[config.mk]
export PLATFORM = sky130hd
export DESIGN_NAME = instr_fetch_unit
export DESIGN_NICKNAME = d
export VERILOG_FILES = /design/src/rtl/dlx_pkg.sv /design/src/rtl/fetch_next_pc.sv /design/src/rtl/instr_fetch_unit.sv
export SDC_FILE = /design/constraint.sdc
export NUM_CORES = 1
export LEC_CHECK = 0
export ABC_CLOCK_PERIOD_IN_PS = 4400
export BUFFER_PORTS_ARGS = -buffer_cell sky130_fd_sc_hd__buf_2
export CORE_MARGIN = 3
export CORE_UTILIZATION = 53
export CTS_CLUSTER_SIZE = 25
export DETAILED_ROUTE_END_ITERATION = 12
export GPL_TIMING_DRIVEN = 0
export PLACE_DENSITY_LB_ADDON = 0.08
export SETUP_SLACK_MARGIN = 0.2
export SLEW_MARGIN = 15
export SYNTH_ARGS = -nofsm -noshare
export SYNTH_HDL_FRONTEND = slang
export SYNTH_SLANG_ARGS = --single-unit
[constraint.sdc]
create_clock -name clk -period 4.4 [get_ports clk]
set_clock_uncertainty 0.1 [all_clocks]
set_input_delay 0.22 -clock clk [delete_from_list [all_inputs] [get_ports clk]]
set_output_delay 0.22 -clock clk [all_outputs]
set_load 0.01 [all_outputs]
[src/rtl/dlx_pkg.sv]
// Shared DLX front-end types and instruction field positions.
// Bits are numbered big-endian: bit 0 is the MSB of a 32-bit word.
package dlx_pkg;

    typedef enum logic [1:0] {
        S_IDLE  = 2'd0,
        S_FETCH = 2'd1,
        S_ISSUE = 2'd2,
        S_HALT  = 2'd3
    } fetch_state_t;

    localparam int IMM16_LSB      = 16;
    localparam int OFF26_LSB      = 6;
    localparam int FAULT_TIMEOUT  = 0;
    localparam int FAULT_MISALIGN = 1;

    function automatic logic [0:31] sext16(input logic [0:15] v);
        return {{16{v[0]}}, v};
    endfunction

    function automatic logic [0:31] sext26(input logic [0:25] v);
        return {{6{v[0]}}, v};
    endfunction

endpackage

[src/rtl/fetch_next_pc.sv]
// Next-PC selection for a retiring instruction: redirect priority mux,
// offset adders and word-alignment check.
module fetch_next_pc
    import dlx_pkg::*;
(
    input  logic [0:31] pc,
    input  logic [0:31] instr,
    input  logic        branch,
    input  logic        branch_taken,
    input  logic        jump,
    input  logic        jump_reg,
    input  logic [0:31] reg_target,
    output logic [0:31] next_pc,
    output logic        misaligned
);

    logic [0:31] seq_pc_s;
    logic [0:31] target_s;
    logic [0:5]  unused_opcode_s;

    assign unused_opcode_s = instr[0:5];

    // Priority: register jump, then PC-relative jump, then taken branch, else fall through.
    always_comb begin
        seq_pc_s = pc + 32'd4;
        if (jump_reg) begin
            target_s = reg_target;
        end else if (jump) begin
            target_s = seq_pc_s + sext26(instr[OFF26_LSB:31]);
        end else if (branch && branch_taken) begin
            target_s = seq_pc_s + sext16(instr[IMM16_LSB:31]);
        end else begin
            target_s = seq_pc_s;
        end
        misaligned = (target_s[30:31] != 2'b00);
        next_pc    = {target_s[0:29], 2'b00};
    end

endmodule

[src/rtl/instr_fetch_unit.sv]
// DLX instruction fetch: PC ownership, req/ack fetch from instruction memory,
// instruction hand-off to decode, and sticky timeout/misalignment faults.
module instr_fetch_unit
    import dlx_pkg::*;
#(
    parameter logic [0:31] RESET_PC = 32'h0000_0000,
    parameter int          MAX_WAIT = 16
)(
    input  logic        clk,
    input  logic        reset,
    output logic        imem_req,
    output logic [0:31] imem_addr,
    input  logic        imem_ack,
    input  logic [0:31] imem_data,
    output logic [0:31] instr,
    output logic        instr_valid,
    output logic [0:31] pc,
    output logic [0:31] link_addr,
    input  logic        retire,
    input  logic        branch,
    input  logic        branch_taken,
    input  logic        jump,
    input  logic        jump_reg,
    input  logic [0:31] reg_target,
    output logic [0:1]  fault
);

    localparam int WAIT_W = (MAX_WAIT > 1) ? $clog2(MAX_WAIT) : 1;

    fetch_state_t      state_q, state_d;
    logic [0:31]       pc_q, pc_d;
    logic [0:31]       instr_q, instr_d;
    logic              instr_valid_q, instr_valid_d;
    logic              imem_req_q, imem_req_d;
    logic [WAIT_W-1:0] wait_cnt_q, wait_cnt_d;
    logic [0:1]        fault_q, fault_d;

    logic [0:31]       next_pc_s;
    logic              misaligned_s;

    fetch_next_pc u_next_pc (
        .pc           (pc_q),
        .instr        (instr_q),
        .branch       (branch),
        .branch_taken (branch_taken),
        .jump         (jump),
        .jump_reg     (jump_reg),
        .reg_target   (reg_target),
        .next_pc      (next_pc_s),
        .misaligned   (misaligned_s)
    );

    // Fetch FSM next-state, PC/instruction capture, wait counter and fault flags.
    always_comb begin
        state_d    = state_q;
        pc_d       = pc_q;
        instr_d    = instr_q;
        wait_cnt_d = wait_cnt_q;
        fault_d    = fault_q;
        case (state_q)
            S_IDLE: begin
                state_d    = S_FETCH;
                wait_cnt_d = {WAIT_W{1'b0}};
            end
            S_FETCH: begin
                // An ack on the last allowed cycle still counts as a hit.
                if (imem_ack) begin
                    instr_d = imem_data;
                    state_d = S_ISSUE;
                end else if (wait_cnt_q == WAIT_W'(MAX_WAIT - 1)) begin
                    fault_d[FAULT_TIMEOUT] = 1'b1;
                    state_d                = S_HALT;
                end else begin
                    wait_cnt_d = wait_cnt_q + WAIT_W'(1);
                end
            end
            S_ISSUE: begin
                if (retire) begin
                    pc_d       = next_pc_s;
                    wait_cnt_d = {WAIT_W{1'b0}};
                    state_d    = S_FETCH;
                    if (misaligned_s) begin
                        fault_d[FAULT_MISALIGN] = 1'b1;
                    end else begin
                        fault_d[FAULT_MISALIGN] = fault_q[FAULT_MISALIGN];
                    end
                end else begin
                    state_d = S_ISSUE;
                end
            end
            S_HALT: begin
                state_d = S_HALT;
            end
            default: begin
                state_d = S_HALT;
            end
        endcase
        imem_req_d    = (state_d == S_FETCH);
        instr_valid_d = (state_d == S_ISSUE);
    end

    // State and datapath registers with asynchronous reset.
    always_ff @(posedge clk or posedge reset) begin
        if (reset) begin
            state_q       <= S_IDLE;
            pc_q          <= RESET_PC;
            instr_q       <= 32'h0000_0000;
            instr_valid_q <= 1'b0;
            imem_req_q    <= 1'b0;
            wait_cnt_q    <= {WAIT_W{1'b0}};
            fault_q       <= 2'b00;
        end else begin
            state_q       <= state_d;
            pc_q          <= pc_d;
            instr_q       <= instr_d;
            instr_valid_q <= instr_valid_d;
            imem_req_q    <= imem_req_d;
            wait_cnt_q    <= wait_cnt_d;
            fault_q       <= fault_d;
        end
    end

    assign imem_req    = imem_req_q;
    assign imem_addr   = {pc_q[0:29], 2'b00};
    assign instr       = instr_q;
    assign instr_valid = instr_valid_q;
    assign pc          = pc_q;
    assign link_addr   = pc_q + 32'd4;
    assign fault       = fault_q;

endmodule

==> key figures <==
Logic synthesis
  • Synth cell count leaders: 74 x nand2_1, 72 x dfrtp_1, 59 x nor2_1
  • Area leader, netlist: dfrtp_1
  • Post-Synthesis Cells: 784
  • Syn Std Cell Area: 6610 um^2
  • Synth Register Bits: slightly above 70
  • Post-synth EDFFs: 0
  • Syn avg cell area: 8.43 um^2
  • Ys async rst share: 1.00
  • Main synth FF type: dfrtp_1
  • Register area share after synthesis: 0.272
  • Most numerous cell in the Yosys netlist: nand2_1
  • Top cell type's share of synthesized area: 0.272
  • Synth warn: 0
  • Area contributors post-synth: dfrtp_1 27%, ha_1 9.5%, mux2_2 5.6%
  • Yosys cell types: 69

Final layout
  • Area growth from synthesis to layout: 31.9%
  • Non-Filler Instances: 1201
  • Nets@finish: 1150
  • Share of layout cells above drive strength 1: 0.363
  • Util after Layout: 0.720

Route
  • First drt pass iteration count: 5
  • Starting DRT DRC Count: around 650
  • Vias: 7042
  • Vias per cell: about 5.9
  • # DRC: 0
  • Wirelength per Cell: approximately 18 um
  • DRT antenna net count: 0
  • Wirelength, routed: 21.7 mm

STA
  • Fin Hold WS: between 8 and 9 ps
  • Slew Limit Fails: 0
  • Final setup viols: 0
  • Fmax: 0.243 GHz
  • Unrepaired setup endpoints after global routing: yes
  • Fin Setup TNS: 0 ps
  • Hold Fails Final Rpt: 0
  • Worst slew pin tran: roughly 1100 ps
  • Slew HR: 0.266
  • Fin crit share: 0.933
  • Min Tclk post-route: between 4000 and 5000 ps

Global routing
  • Vias in the first global route: approximately 6500
  • Initial antenna violation count: 1
  • Grt ovf: 0
  • Pin count of the biggest net entering global routing: 38
  • Gr usage total: 0.302
  • First-pass GRT wire length: 33.9 mm

Clock tree
  • Root Buffer: clkbuf_16
  • CTS tree: yes
  • Clock Tree Buf Depth: 2
  • CTS clk-pin slew, worst paths: approximately 60 ps
  • Cts bufs inserted: 9
  • CTS H-tree lvls: 3
  • Sink Count: between 70 and 80
  • Clk_lat worst skew: 340 ps

Die
  • I/O pin count: around 200
  • Initial Util: 0.546
  • Die H: roughly 120 um
  • FP Rows: 40
  • Die footprint: approximately 14000 um^2
  • Core footprint: approximately 12000 um^2
  • Die Span X: between 100 and 150 um

Worst setup path
  • WP data required: between 4000 and 5000 ps
  • Startpoint Class: register
  • Setup CP Type: register to register
  • CP Data Arrival Time: ~4200 ps
  • Worst setup EP type: register
  • Crit path max fanout: 6

Power and ir drop
  • Peak supply drop: 0.217 mV
  • Total Power: around 1600 uW
  • Pwr/cell area: roughly 180 nW/um^2
  • Leak Pwr: about 0.0046 uW

Flow run
  • Max-Cap Viols: 0

Min path
  • Class of the worst hold path: primary input to register

Outcome
  • Status: finished, final reports clean

Place
  • DP Cell Count: ~1200
  • I/O Buffers: between 150 and 200
  • Final HPWL from detailed placement: about 16 mm
  • Final GP Congestion: roughly 0.94
[worst max-delay path: stages (launching register included)]
cell	delay, ps
dfrtp_2	400
ha_1	200
and2_4	190
and4_1	230
nand2_1	100
xnor2_2	270
ha_1	360
a21oi_1	250
o21ai_0	200
nor3_2	490
a32oi_2	260
a31oi_1	270
xor2_1	220
nor3_1	70
a2111oi_1	290
nor2_1	70
[cells by family (layout without fill, tap and decap cells)]
kind of cell | Yosys count | in the layout | synth area share
DFF | 72 | 72 | 0.272
and+or+nand+nor | 241 | 241 | 0.179
adders and majority gates | 51 | 51 | 0.0976
muxes | 35 | 35 | 0.0594
AOI/OAI and AO/OA | 231 | 231 | 0.235
buffers and inverters | 89 | 332 | 0.0715
other | 1 | 7 | 0.000567
xor gates and xnor gates | 64 | 64 | 0.0848
[placed cells by master, fill, tap and decap left out, types with 12 or more instances in the layout]
cell | Yosys | routed
buf_2 | 0 | 197
nand2_1 | 74 | 74
dfrtp_1 | 72 | 58
buf_4 | 37 | 56
nor2_1 | 59 | 55
a21oi_1 | 56 | 54
o21ai_0 | 48 | 48
ha_1 | 50 | 48
mux2_2 | 33 | 33
xnor2_1 | 40 | 31
clkbuf_1 | 26 | 25
nand3_1 | 23 | 23
inv_1 | 21 | 20
a21o_1 | 19 | 19
and3_1 | 19 | 18
xor2_1 | 24 | 17
a31oi_1 | 14 | 14
dfrtp_2 | 0 | 14
nand4_1 | 13 | 13
nor3_1 | 13 | 12
[registers in the layout (all words and copies together), names as in the netlist]
register     flops
fault            2
state_q          2
pc              30
instr_valid      1
instr           32
wait_cnt_q       4
imem_req         1
[final cells by class]
class,count,area (um^2)
Antenna cell,1,2.50
Clock buffer,12,267
Timing Repair Buffer,227,1270
Multi-Input combinational cell,628,4620
Fill cell,1012,3390
Tap cell,168,210
Inverter,22,85.1
Clock inverter,4,51.3
Buffer,67,392
Sequential cell,72,1820
[repair_timing]
action,CTS,global route
hold endpoints to repair,43,0
setup endpoints to repair,7,12
pin swaps,3,11
buffers inserted,1,20
hold buffers,9,0
resized for setup,14,53
[metrics by stage]
stage	instance area (um^2)	setup WS, ps
after floorplan	6630	585
after global placement	7820	-13.8
after detailed placement	7850	-26.0
after CTS	8350	167
after global routing	8720	98.9
final	8720	293
[final timing paths]
| path | cells after the start | slack (ps) | endpoint | from |
|---|---|---|---|---|
| max in group asynchronous | 4 | 3260 | pc[20] | reset |
| min reg2reg | 1 | 350 | fault[1] | fault[1] |
| max reg2reg | 15 | 290 | pc[6] | pc[29] |
| max | 15 | 290 | pc[6] | pc[29] |
| min in group asynchronous | 3 | 350 | instr[22] | reset |
| min | 2 | 8 | instr[5] | imem_data[5] |
[power by group]
group | internal (uW) | switching [uW]
clock | 485 | 287
sequential | 662 | 0
combinational | 47.1 | 71.1
total | 1190 | 358
[layer usage]
layer | routed length [um] | global-route usage | up-vias
met5 | 0 | 0 | -
met3 | 2000 | 0.0716 | 39
li1 | - | - | 3318
met1 | 9210 | 0.412 | 3324
met2 | 10000 | 0.475 | 361
met4 | 529 | 0.0945 | 0
(Power assumes the default switching activity.)
